File: src/rtl/if_fetch_ctrl.sv
`default_nettype none
// ============================================================================
// Module  : if_fetch_ctrl
// Brief   : Front-end sequencer. Handles PC/IF enable and pipeline flush
//           arbitration for redirects, load-use stalls, IMEM waits and halt.
// Revision: 1.0 - initial release
// ============================================================================
module if_fetch_ctrl #(
  parameter int CNT_W    = 32,
  parameter int WAIT_MAX = 15
) (
  input  logic             Clk,
  input  logic             Rst,
  input  logic             MEM_PCSrc,
  input  logic             ID_LoadUse,
  input  logic             IMEM_Ready,
  input  logic             Halt_Req,
  output logic             IF_EN,
  output logic             IFID_EN,
  output logic             IFID_Flush,
  output logic             IDEX_Flush,
  output logic             EXMEM_Flush,
  output logic             Halted,
  output logic             Timeout,
  output logic [1:0]       State,
  output logic [CNT_W-1:0] Stall_Cnt,
  output logic [CNT_W-1:0] Flush_Cnt
);

  localparam logic [1:0]       c_RUN      = 2'd0;
  localparam logic [1:0]       c_WAIT     = 2'd2;
  localparam logic [1:0]       c_HALT     = 2'd3;
  localparam logic [7:0]       c_WAIT_LIM = 8'(WAIT_MAX);
  localparam logic [CNT_W-1:0] c_CNT_ONE  = CNT_W'(1);

  logic [1:0]       r_state;
  logic [1:0]       w_state_nxt;
  logic [7:0]       r_wait_cnt;
  logic [7:0]       w_wait_nxt;
  logic             r_timeout;
  logic [CNT_W-1:0] r_stall_cnt;
  logic [CNT_W-1:0] r_flush_cnt;

  always_ff @(posedge Clk) begin
    if (Rst) begin
      r_state <= c_RUN;
    end else begin
      r_state <= w_state_nxt;
    end
  end

  // Redirect wins everywhere; a pending halt survives it so the core stays parked.
  always_comb begin
    w_state_nxt = r_state;
    w_wait_nxt  = r_wait_cnt;
    if (MEM_PCSrc) begin
      w_wait_nxt  = 8'd0;
      w_state_nxt = (Halt_Req || (r_state == c_HALT)) ? c_HALT : c_RUN;
    end else begin
      case (r_state)
        c_RUN: begin
          if (Halt_Req) begin
            w_state_nxt = c_HALT;
          end else if (!IMEM_Ready) begin
            w_state_nxt = c_WAIT;
            w_wait_nxt  = 8'd1;
          end
        end
        c_WAIT: begin
          if (IMEM_Ready) begin
            w_state_nxt = c_RUN;
            w_wait_nxt  = 8'd0;
          end else if (r_wait_cnt != 8'hFF) begin
            w_wait_nxt = r_wait_cnt + 8'd1;
          end
        end
        c_HALT: begin
          if (!Halt_Req) begin
            w_state_nxt = c_RUN;
          end
        end
        default: begin
          w_state_nxt = c_RUN;
          w_wait_nxt  = 8'd0;
        end
      endcase
    end
  end

  always_comb begin
    IF_EN       = 1'b1;
    IFID_EN     = 1'b1;
    IFID_Flush  = 1'b0;
    IDEX_Flush  = 1'b0;
    EXMEM_Flush = 1'b0;
    if (Rst) begin
      IF_EN   = 1'b0;
      IFID_EN = 1'b0;
    end else if (MEM_PCSrc) begin
      IFID_Flush  = 1'b1;
      IDEX_Flush  = 1'b1;
      EXMEM_Flush = 1'b1;
    end else begin
      case (r_state)
        c_RUN: begin
          if (Halt_Req || (IMEM_Ready && ID_LoadUse)) begin
            IF_EN      = 1'b0;
            IFID_EN    = 1'b0;
            IDEX_Flush = 1'b1;
          end else if (!IMEM_Ready) begin
            IF_EN      = 1'b0;
            IFID_Flush = 1'b1;
          end
        end
        // IF/ID already carries a bubble here, so a load-use hazard is moot.
        c_WAIT: begin
          if (!IMEM_Ready) begin
            IF_EN      = 1'b0;
            IFID_Flush = 1'b1;
          end
        end
        c_HALT: begin
          IF_EN      = 1'b0;
          IFID_EN    = 1'b0;
          IDEX_Flush = 1'b1;
        end
        default: begin
          IF_EN   = 1'b1;
          IFID_EN = 1'b1;
        end
      endcase
    end
  end

  always_ff @(posedge Clk) begin
    if (Rst) begin
      r_wait_cnt  <= 8'd0;
      r_timeout   <= 1'b0;
      r_stall_cnt <= '0;
      r_flush_cnt <= '0;
    end else begin
      r_wait_cnt <= w_wait_nxt;
      if (w_wait_nxt >= c_WAIT_LIM) begin
        r_timeout <= 1'b1;
      end
      if (!IF_EN && (r_stall_cnt != '1)) begin
        r_stall_cnt <= r_stall_cnt + c_CNT_ONE;
      end
      if (MEM_PCSrc && (r_flush_cnt != '1)) begin
        r_flush_cnt <= r_flush_cnt + c_CNT_ONE;
      end
    end
  end

  assign State     = r_state;
  assign Halted    = (r_state == c_HALT);
  assign Timeout   = r_timeout;
  assign Stall_Cnt = r_stall_cnt;
  assign Flush_Cnt = r_flush_cnt;

endmodule
`default_nettype wire
File: config.mk
export PLATFORM = sky130hd
export DESIGN_NAME = if_fetch_ctrl
export DESIGN_NICKNAME = d
export VERILOG_FILES = /design/src/rtl/if_fetch_ctrl.sv
export SDC_FILE = /design/constraint.sdc
export NUM_CORES = 1
export LEC_CHECK = 0
export CORE_MARGIN = 2
export CORE_UTILIZATION = 40
export DETAILED_ROUTE_END_ITERATION = 6
export PLACE_DENSITY = 0.73
export SYNTH_ARGS = -nofsm -noshare
export SYNTH_HDL_FRONTEND = slang
export SYNTH_SLANG_ARGS = --single-unit
File: constraint.sdc
create_clock -name Clk -period 2.11 [get_ports Clk]
set_input_delay 0.422 -clock Clk [delete_from_list [all_inputs] [get_ports Clk]]
set_output_delay 0.422 -clock Clk [all_outputs]
set_load 0.02 [all_outputs]
==> results of run 1 <==
-- power groups by stage --
| stage | Sequential [W] | Clock [W] | Combinational [W] |
|---|---|---|---|
| detailed placement | 0.00147 | 0 | 0.000362 |
| global placement | 0.00147 | 0 | 0.000355 |
| CTS | 0.00144 | 0.00105 | 0.000388 |
| finish | 0.00144 | 0.00101 | 0.000401 |
| global route | 0.00144 | 0.00111 | 0.000431 |
| floorplan | 0.00150 | 0 | 0.000151 |
-- per-stage QoR --
step / power (W) / worst slack (ps)
2_1_floorplan: 0.00165 / 4.38
3_3_place_gp: 0.00183 / -538
3_5_place_dp: 0.00184 / -515
4_1_cts: 0.00288 / -71.4
5_1_grt: 0.00298 / -97.9
6_report: 0.00285 / -26.0
-- registers in the layout (all words and copies together) (netlist names) --
signal,cells
Flush_Cnt,32
Stall_Cnt,32
r_wait_cnt,8
State,2
Timeout,1
-- synth_stat cells (12+ instances only) --
master	number	area, um^2
dfxtp_1	75	1500
a21oi_1	44	220
nor2_1	39	146
nand2_1	36	135
nand3_1	31	155
o21ai_0	24	120
o31ai_1	23	173
or3_1	21	131
or4_1	21	158
clkbuf_1	16	60.1
nand4_1	15	93.8
and3_1	13	81.3
inv_1	12	45.0
-- cell type report --
class	instances	area [um^2]
multi-input cells	387	2640
flip-flops and latches	75	1520
fillers	837	3540
inverters	14	57.6
clock inverters	5	27.5
clock buffers	11	151
well taps	133	166
repair buffers	207	1760
-- worst paths after layout --
kind | endpoint | cells after the start | startpoint | slack (ps)
worst min register to register | Flush_Cnt[30] | 2 | Flush_Cnt[30] | 510
worst max-delay path | IFID_EN | 6 | State[1] | -30
worst max register to register | Stall_Cnt[6] | 9 | State[0] | -20
worst min-delay path | Stall_Cnt[6] | 3 | Rst | 470
-- critical path, stage by stage, from the launching register on --
cell and delay, ps:
dfxtp_4 360, buf_6 120, ha_2 240, nor2_2 60
a211oi_1 270, nor2_1 140, buf_4 180
-- per-layer routing --
metal	vias up	wire length, um	GRT usage, %
met3	21	670	4.74
li1	2299	-	-
met1	2258	5770	30.9
met4	0	221	8.00
met5	-	0	0
met2	153	6270	38.0
-- logic make-up after synthesis --
family                   Yosys count  synth area share [%]
AND/OR/NAND/NOR                  229                  31.9
XOR/XNOR                          12                  2.57
flip-flops                        75                  36.7
buffers and inverters             35                  3.58
adder cells (fa/ha/maj)            7                  2.14
multiplexers                       6                  1.56
AO/OA/AOI/OAI                    132                  21.6
-- repair_timing --
action,4_1_cts,5_1_grt
resized for setup,48,28
pin swaps,8,14
gates cloned,1,0
endpoints found under the setup margin,33,34
buffers inserted,4,0
==> results.cfg, run 1 <==
[layout]
syn_to_final_growth_pct = 54.6
post-route-util_pct = 64.1
num_antenna_cells = 0
final_cell_count_no_fill = 832
drive_gt1_share_pct = 30.5
most-common-layout-cells = 127 x buf_4, 67 x clkdlybuf4s50_1, 62 x dfxtp_1
fin_nets = 707
finalInstanceArea_mm2 = 0.00632
final_common_cell = buf_4

[logic_synthesis]
ys_types = 59
yosysSeqAreaShare_pct = 36.7
netlist_instances = 496
yosysWarnings = 0
syn-cell-area_mm2 = 0.00409
avgSynthCellArea_um2 = 8.25
synth_edf_count = 0
async_reset_ff_share_pct = 0
synth.ff_latch_count = 75
ys.flop_type = dfxtp_1
synth_nets = 509

[floorplan]
coreArea_mm2 = 0.00986
start_util_pct = 41.5
ioPinCount = 79
die_h_um = 105
die_w_um = 105
rows = 36
die-area_mm2 = 0.0111

[route]
route.detailed.drc = 0
drtIter0Drc = 258
ant_nets = 0
wl_per_cell_um = 15.5
first_pass_iters = 4
wirelength_mm = 12.9
viasPerCell = 5.69
dr_total_vias = 4731

[placement]
port_buffers = 78
dpl_cell_area_mm2 = 0.00592
gp_congestion = 0.920
dp_cells = 811
dp_hpwl_mm = 9.34

[timing]
finClkSkew_ps = 9.56
max-slew-margin-rel_pct = 66.9
setup_slack_ps = -26.0
period_share_pct = 101
fmax_ghz = 0.468
holdWs_ps = 470
rsz0062_at_grt = true
setup-tns-final_ps = -43.8
min_period_ps = 2140
worst_pin_slew_ps = 484
finalMaxSlewViolations = 0
hold_viol = 0
setup_violations = 2

[global_routing]
grt_pass1_vias = 4513
grt_pass1_wl_mm = 21.4
grt_overflow_total = 0
track_usage_pct = 23.4
antenna_found_initial = 0
grt_max_degree = 33

[worst_setup_path]
end_kind = output pin
critPathKind = reg -> out
cp.arrival_ps = 1710
crit_fanout = 4
setup.worst_path.start_class = register
worstPathRequired_ps = 1690

[cts]
cts_tree = built
ctsLongestPathBuffers = 2
clk_latency_ps = 350
cts_root_buf = clkbuf_8
cts.sinks = 75
clk_pin_slew_ps = 70
hold_buffers = 0
htreeDepth = 3
numCtsBuffers = 9

[pwr]
switchingPower_w = 0.000753
clkPwrFrac_pct = 35.3
seqPwrFrac_pct = 50.6
ir_worst_vdd_uv = 265
p_int_w = 0.00210
p_per_area_mw_per_mm2 = 451
p_comb_share_pct = 14.1
p_leak_nw = 2.35
switching_share_pct = 26.4

[hold_path]
min_path_type = in -> reg

[flow_run]
cap_viol_max_count = 0

[outcome]
outcome = finished with violations
violations = setup timing
Note: power is estimated with default switching activity, not from simulation.
==> inputs of run 2 (changes only) <==
CORE_MARGIN = not set   (was 2)
CTS_CLUSTER_DIAMETER = 200   (was not set)
==> run 2 against run 1 <==
  * The run still ends with setup timing left
  * Die area decreased by 3.8%
  * Combinational power rose by 9.5%
  * First-iteration DRC count increased by 4.7%
  * Critical path type unchanged
  * Largest cell class unchanged
==> results.cfg, run 2 (synthesis gave the netlist of run 1 again) <==
[worst_setup_path]
critPathKind = reg -> out
crit_slowest_cell = dfxtp_4
cp_top_family = simple AND/OR/NAND/NOR gates
path_cells = inv_4, ha_4, buf_6, nor2b_2, nor2_1, nor2_1, nor2_1, nor2_1, buf_4
end_kind = output pin
worstPathRequired_ps = 1690
crit_path_frequent_cell = nor2_1
slowest_delay_ps = 370
crit_fanout = 4
setup.worst_path.start_class = register
cp_num_buf_inv = 3
cp.arrival_ps = 1760

[timing]
finalMaxSlewViolations = 0
period_share_pct = 104
holdWs_ps = 511
setup_slack_ps = -76.5
setup_violations = 5
finClkSkew_ps = 10.8
hold_viol = 0
min_period_ps = 2190
fmax_ghz = 0.457
worst_pin_slew_ps = 549
max-slew-margin-rel_pct = 63.2
rsz0062_at_grt = true

[global_routing]
grt_pass1_wl_mm = 20.6
grt_pass1_vias = 4372
track_usage_pct = 24.6
antenna_found_initial = 0
grt_max_degree = 50
grt_overflow_total = 0

[floorplan]
die_h_um = 103
ioPinCount = 79
die-area_mm2 = 0.0106
die_w_um = 103
coreArea_mm2 = 0.00986
rows = 36
start_util_pct = 41.5

[cts]
hold_buffers = 0
clk_pin_slew_ps = 90
cts.sinks = 75
numCtsBuffers = 9
htreeDepth = 3
cts_root_buf = clkbuf_8
cts_tree = built
clk_latency_ps = 350
ctsLongestPathBuffers = 2

[outcome]
outcome = finished with violations
violations = setup timing

[flow_run]
cap_viol_max_count = 0

[layout]
post-route-util_pct = 65.1
drive_gt1_share_pct = 30.6
final_cell_count_no_fill = 833
final_common_cell = buf_4
syn_to_final_growth_pct = 56.9
finalInstanceArea_mm2 = 0.00642
num_antenna_cells = 0
most-common-layout-cells = 122 x buf_4, 68 x clkdlybuf4s50_1, 62 x dfxtp_1
fin_nets = 708

[placement]
port_buffers = 78
dp_cells = 803
gp_congestion = 1.00
dpl_cell_area_mm2 = 0.00586
dp_hpwl_mm = 9.14

[hold_path]
min_path_type = reg -> reg

[route]
dr_total_vias = 4711
first_pass_iters = 5
drtIter0Drc = 270
wl_per_cell_um = 15.6
viasPerCell = 5.66
wirelength_mm = 13.0
ant_nets = 0
route.detailed.drc = 0

[pwr]
p_per_area_mw_per_mm2 = 488
ir_worst_vdd_uv = 458
p_leak_nw = 2.36
==> run 2: final timing paths <==
check,slack [ps],to,depth (start not counted),from
setup reg to reg,-60,Stall_Cnt[6],10,State[1]
hold reg to reg,510,Flush_Cnt[30],2,Flush_Cnt[30]
setup / recovery,-80,IFID_Flush,9,State[1]
hold / removal,510,Flush_Cnt[30],2,Flush_Cnt[30]
==> run 2: report_power, final <==
group	internal, W	switching, W	leakage [nW]	total, W
sequential	0.00143	0.0000117	0.611	0.00144
clock	0.000688	0.000560	0.116	0.00125
combinational	0.000203	0.000237	1.63	0.000439
total	0.00232	0.000808	2.36	0.00313
==> run 2: routing by layer <==
metal | share of wire [%] | GRT usage (%)
met1 | 45 | 31.9
met2 | 49 | 42.3
met3 | 4.5 | 2.85
met4 | 1.2 | 8.34
met5 | 0 | 0
==> run 2: worst min-delay path: cells and delay by family (launching register included) <==
kind            cells  cell delay (ps)
compound gates      2              140
flops               1              340
==> run 2: through the flow <==
step                      setup TNS [ps]  power (W)  setup WS [ps]
after global placement            -13320    0.00183           -514
after global routing                -988    0.00325           -139
final                               -230    0.00313          -76.5
after floorplan                        0    0.00165           4.38
after detailed placement          -16180    0.00184           -526
after CTS                           -582    0.00310          -94.4
==> run 2: layout make-up <==
cell class | instances | area, um^2
timing repair buffer | 208 | 1790
clock buffer | 11 | 174
sequential | 75 | 1520
multi-input combinational | 387 | 2650
clock inverter | 5 | 56.3
inverter | 14 | 60.1
tap | 133 | 166
fill | 781 | 3450
==> run 2: timing repair <==
| action | 4_1_cts | 5_1_grt |
|---|---|---|
| pin swaps | 12 | 28 |
| endpoints found under the setup margin | 30 | 42 |
| setup buffers | 9 | 4 |
| cloned | 1 | 0 |
| gates resized for setup | 46 | 37 |
==> inputs of run 3 (changes only) <==
REMOVE_ABC_BUFFERS = 1   (was not set)
SLEW_MARGIN = 25   (was not set)
==> run 3 against run 2 <==
  * The run still ends with setup timing left
  * First-iteration DRC count shrank 11%
  * Count of clock-buffer cells in the layout shrank 1
  * Final cell count shrank 0.96%
  * Worst setup slack gained 54 ps
  * Clock skew grew 2.6 ps
  * Critical endpoint is now Stall_Cnt[6]
  * Clock power is essentially flat
  * Core utilization shrank 2.3 points
==> results.cfg, run 3 (synthesis gave the netlist of run 1 again) <==
[timing]
period_share_pct = 101
worst_pin_slew_ps = 466
hold_viol = 0
finalMaxSlewViolations = 0
rsz0062_at_grt = true
setup-tns-final_ps = -28.0
min_period_ps = 2130
max-slew-margin-rel_pct = 68.9
setup_violations = 2
setup_slack_ps = -22.8
fmax_ghz = 0.469
finClkSkew_ps = 13.5

[worst_setup_path]
setup.worst_path.start_class = register
cp.arrival_ps = 2410
worstPathRequired_ps = 2390
r2r_end = Stall_Cnt[6]
critPathKind = reg -> reg
regToRegStartpoint = State[1]
ff2ff_path_depth = 9
crit_fanout = 4
rrSetupSlack_ps = -20
end_kind = register

[hold_path]
hp-start = Flush_Cnt[27]
min_to = Flush_Cnt[27]
min_path_type = reg -> reg
hold_path_depth = 2

[global_routing]
grt_overflow_total = 0
antenna_found_initial = 1
grt_max_degree = 39
grt_pass1_wl_mm = 20.2
grt_pass1_vias = 4383
track_usage_pct = 24.1

[floorplan]
rows = 36
start_util_pct = 41.5
ioPinCount = 79
coreArea_mm2 = 0.00986
die_w_um = 103
die_h_um = 103
die-area_mm2 = 0.0106

[cts]
numCtsBuffers = 9
hold_buffers = 0
cts.sinks = 75
htreeDepth = 3
cts_tree = built
ctsLongestPathBuffers = 2
clk_pin_slew_ps = 80
cts_root_buf = clkbuf_8
clk_latency_ps = 350

[outcome]
violations = setup timing
outcome = finished with violations

[pwr]
ir_worst_vdd_uv = 317
p_per_area_mw_per_mm2 = 493
p_leak_nw = 2.28

[route]
first_pass_iters = 5
ant_nets = 0
wl_per_cell_um = 15.0
route.detailed.drc = 0
viasPerCell = 5.65
wirelength_mm = 12.4
drtIter0Drc = 240
dr_total_vias = 4661

[layout]
final_common_cell = buf_4
multi_input_area_mm2 = 0.00255
final_cell_count_no_fill = 825
seq_area_mm2 = 0.00151
fin_nets = 700
syn_to_final_growth_pct = 51.5
drive_gt1_share_pct = 26.0
post-route-util_pct = 62.8
fillers = 811
most-common-layout-cells = 119 x buf_4, 70 x dfxtp_1, 68 x clkdlybuf4s50_1
finalInstanceArea_mm2 = 0.00619

[placement]
dp_hpwl_mm = 9.03
dpl_cell_area_mm2 = 0.00578
gp_congestion = 0.882
dp_worst_setup_slack_ps = -511
dp_cells = 798
port_buffers = 78

[flow_run]
cap_viol_max_count = 0
==> run 3: cell count changes in the layout (fill, tap and decap cells not counted), moves of 3 or more <==
cell and delta:
dfxtp_1 +8, dfxtp_2 -6, a21oi_1 +5, a21oi_2 -5, buf_6 -5, a211oi_1 +3, a211oi_2 -3, buf_4 -3
or3_1 +3, or3_4 -3
==> run 3: area by class of cell <==
| type | instances | share of cell area, % |
|---|---|---|
| Antenna cell | 1 | 0.0404 |
| Clock buffer | 10 | 2.22 |
| Clock inverter | 5 | 1.25 |
| Inverter | 14 | 0.889 |
| Multi-Input combinational cell | 386 | 41.2 |
| Sequential cell | 75 | 24.3 |
| Tap cell | 133 | 2.69 |
| Timing Repair Buffer | 201 | 27.3 |
==> run 3: critical path, cell delays in order, from the launching register on <==
cell	delay, ps
dfxtp_2	350
buf_4	140
ha_2	190
nand2_1	90
a31o_4	160
inv_4	40
buf_4	130
or4b_1	520
or3_1	310
a21oi_1	130
==> run 3: routing by layer <==
| metal | wire length (um) | track usage, % | vias up |
|---|---|---|---|
| met5 | 0 | 0 | - |
| li1 | - | - | 2286 |
| met3 | 740 | 5.83 | 25 |
| met2 | 6200 | 42.6 | 156 |
| met1 | 5260 | 28.9 | 2194 |
| met4 | 212 | 7.58 | 0 |
==> run 3: per-stage QoR <==
| stage | total power, W | hold slack [ps] |
|---|---|---|
| 6_report | 0.00305 | 504 |
| 5_1_grt | 0.00317 | 518 |
| 4_1_cts | 0.00307 | 508 |
| 3_5_place_dp | 0.00183 | 496 |
| 3_3_place_gp | 0.00182 | 475 |
| 2_1_floorplan | 0.00162 | 491 |
==> run 3: timing repair <==
action                     4_1_cts  5_1_grt
pin swaps                        8        9
resized for setup               41       22
setup buffers                    9        2
setup endpoints to repair       21       28
==> run 3: how the worst max path moves through the flow <==
stage                    start            end  slack [ps]  cells after the start
finish                State[1]   Stall_Cnt[6]         -20                      9
global route          State[1]   Stall_Cnt[6]        -100                      9
CTS                   State[1]  Stall_Cnt[31]         -30                      9
detailed placement    Halt_Req     IDEX_Flush        -510                      7
global placement    IMEM_Ready     IDEX_Flush        -510                      7
floorplan             State[1]  Stall_Cnt[31]        -270                      8
==> run 3: power by group <==
part           leakage [nW]  switching (W)  internal (W)  total (W)
sequential            0.607      0.0000113       0.00143    0.00144
clock                 0.108       0.000529      0.000688    0.00122
combinational          1.57       0.000213      0.000181   0.000394
total                  2.28       0.000754       0.00230    0.00305
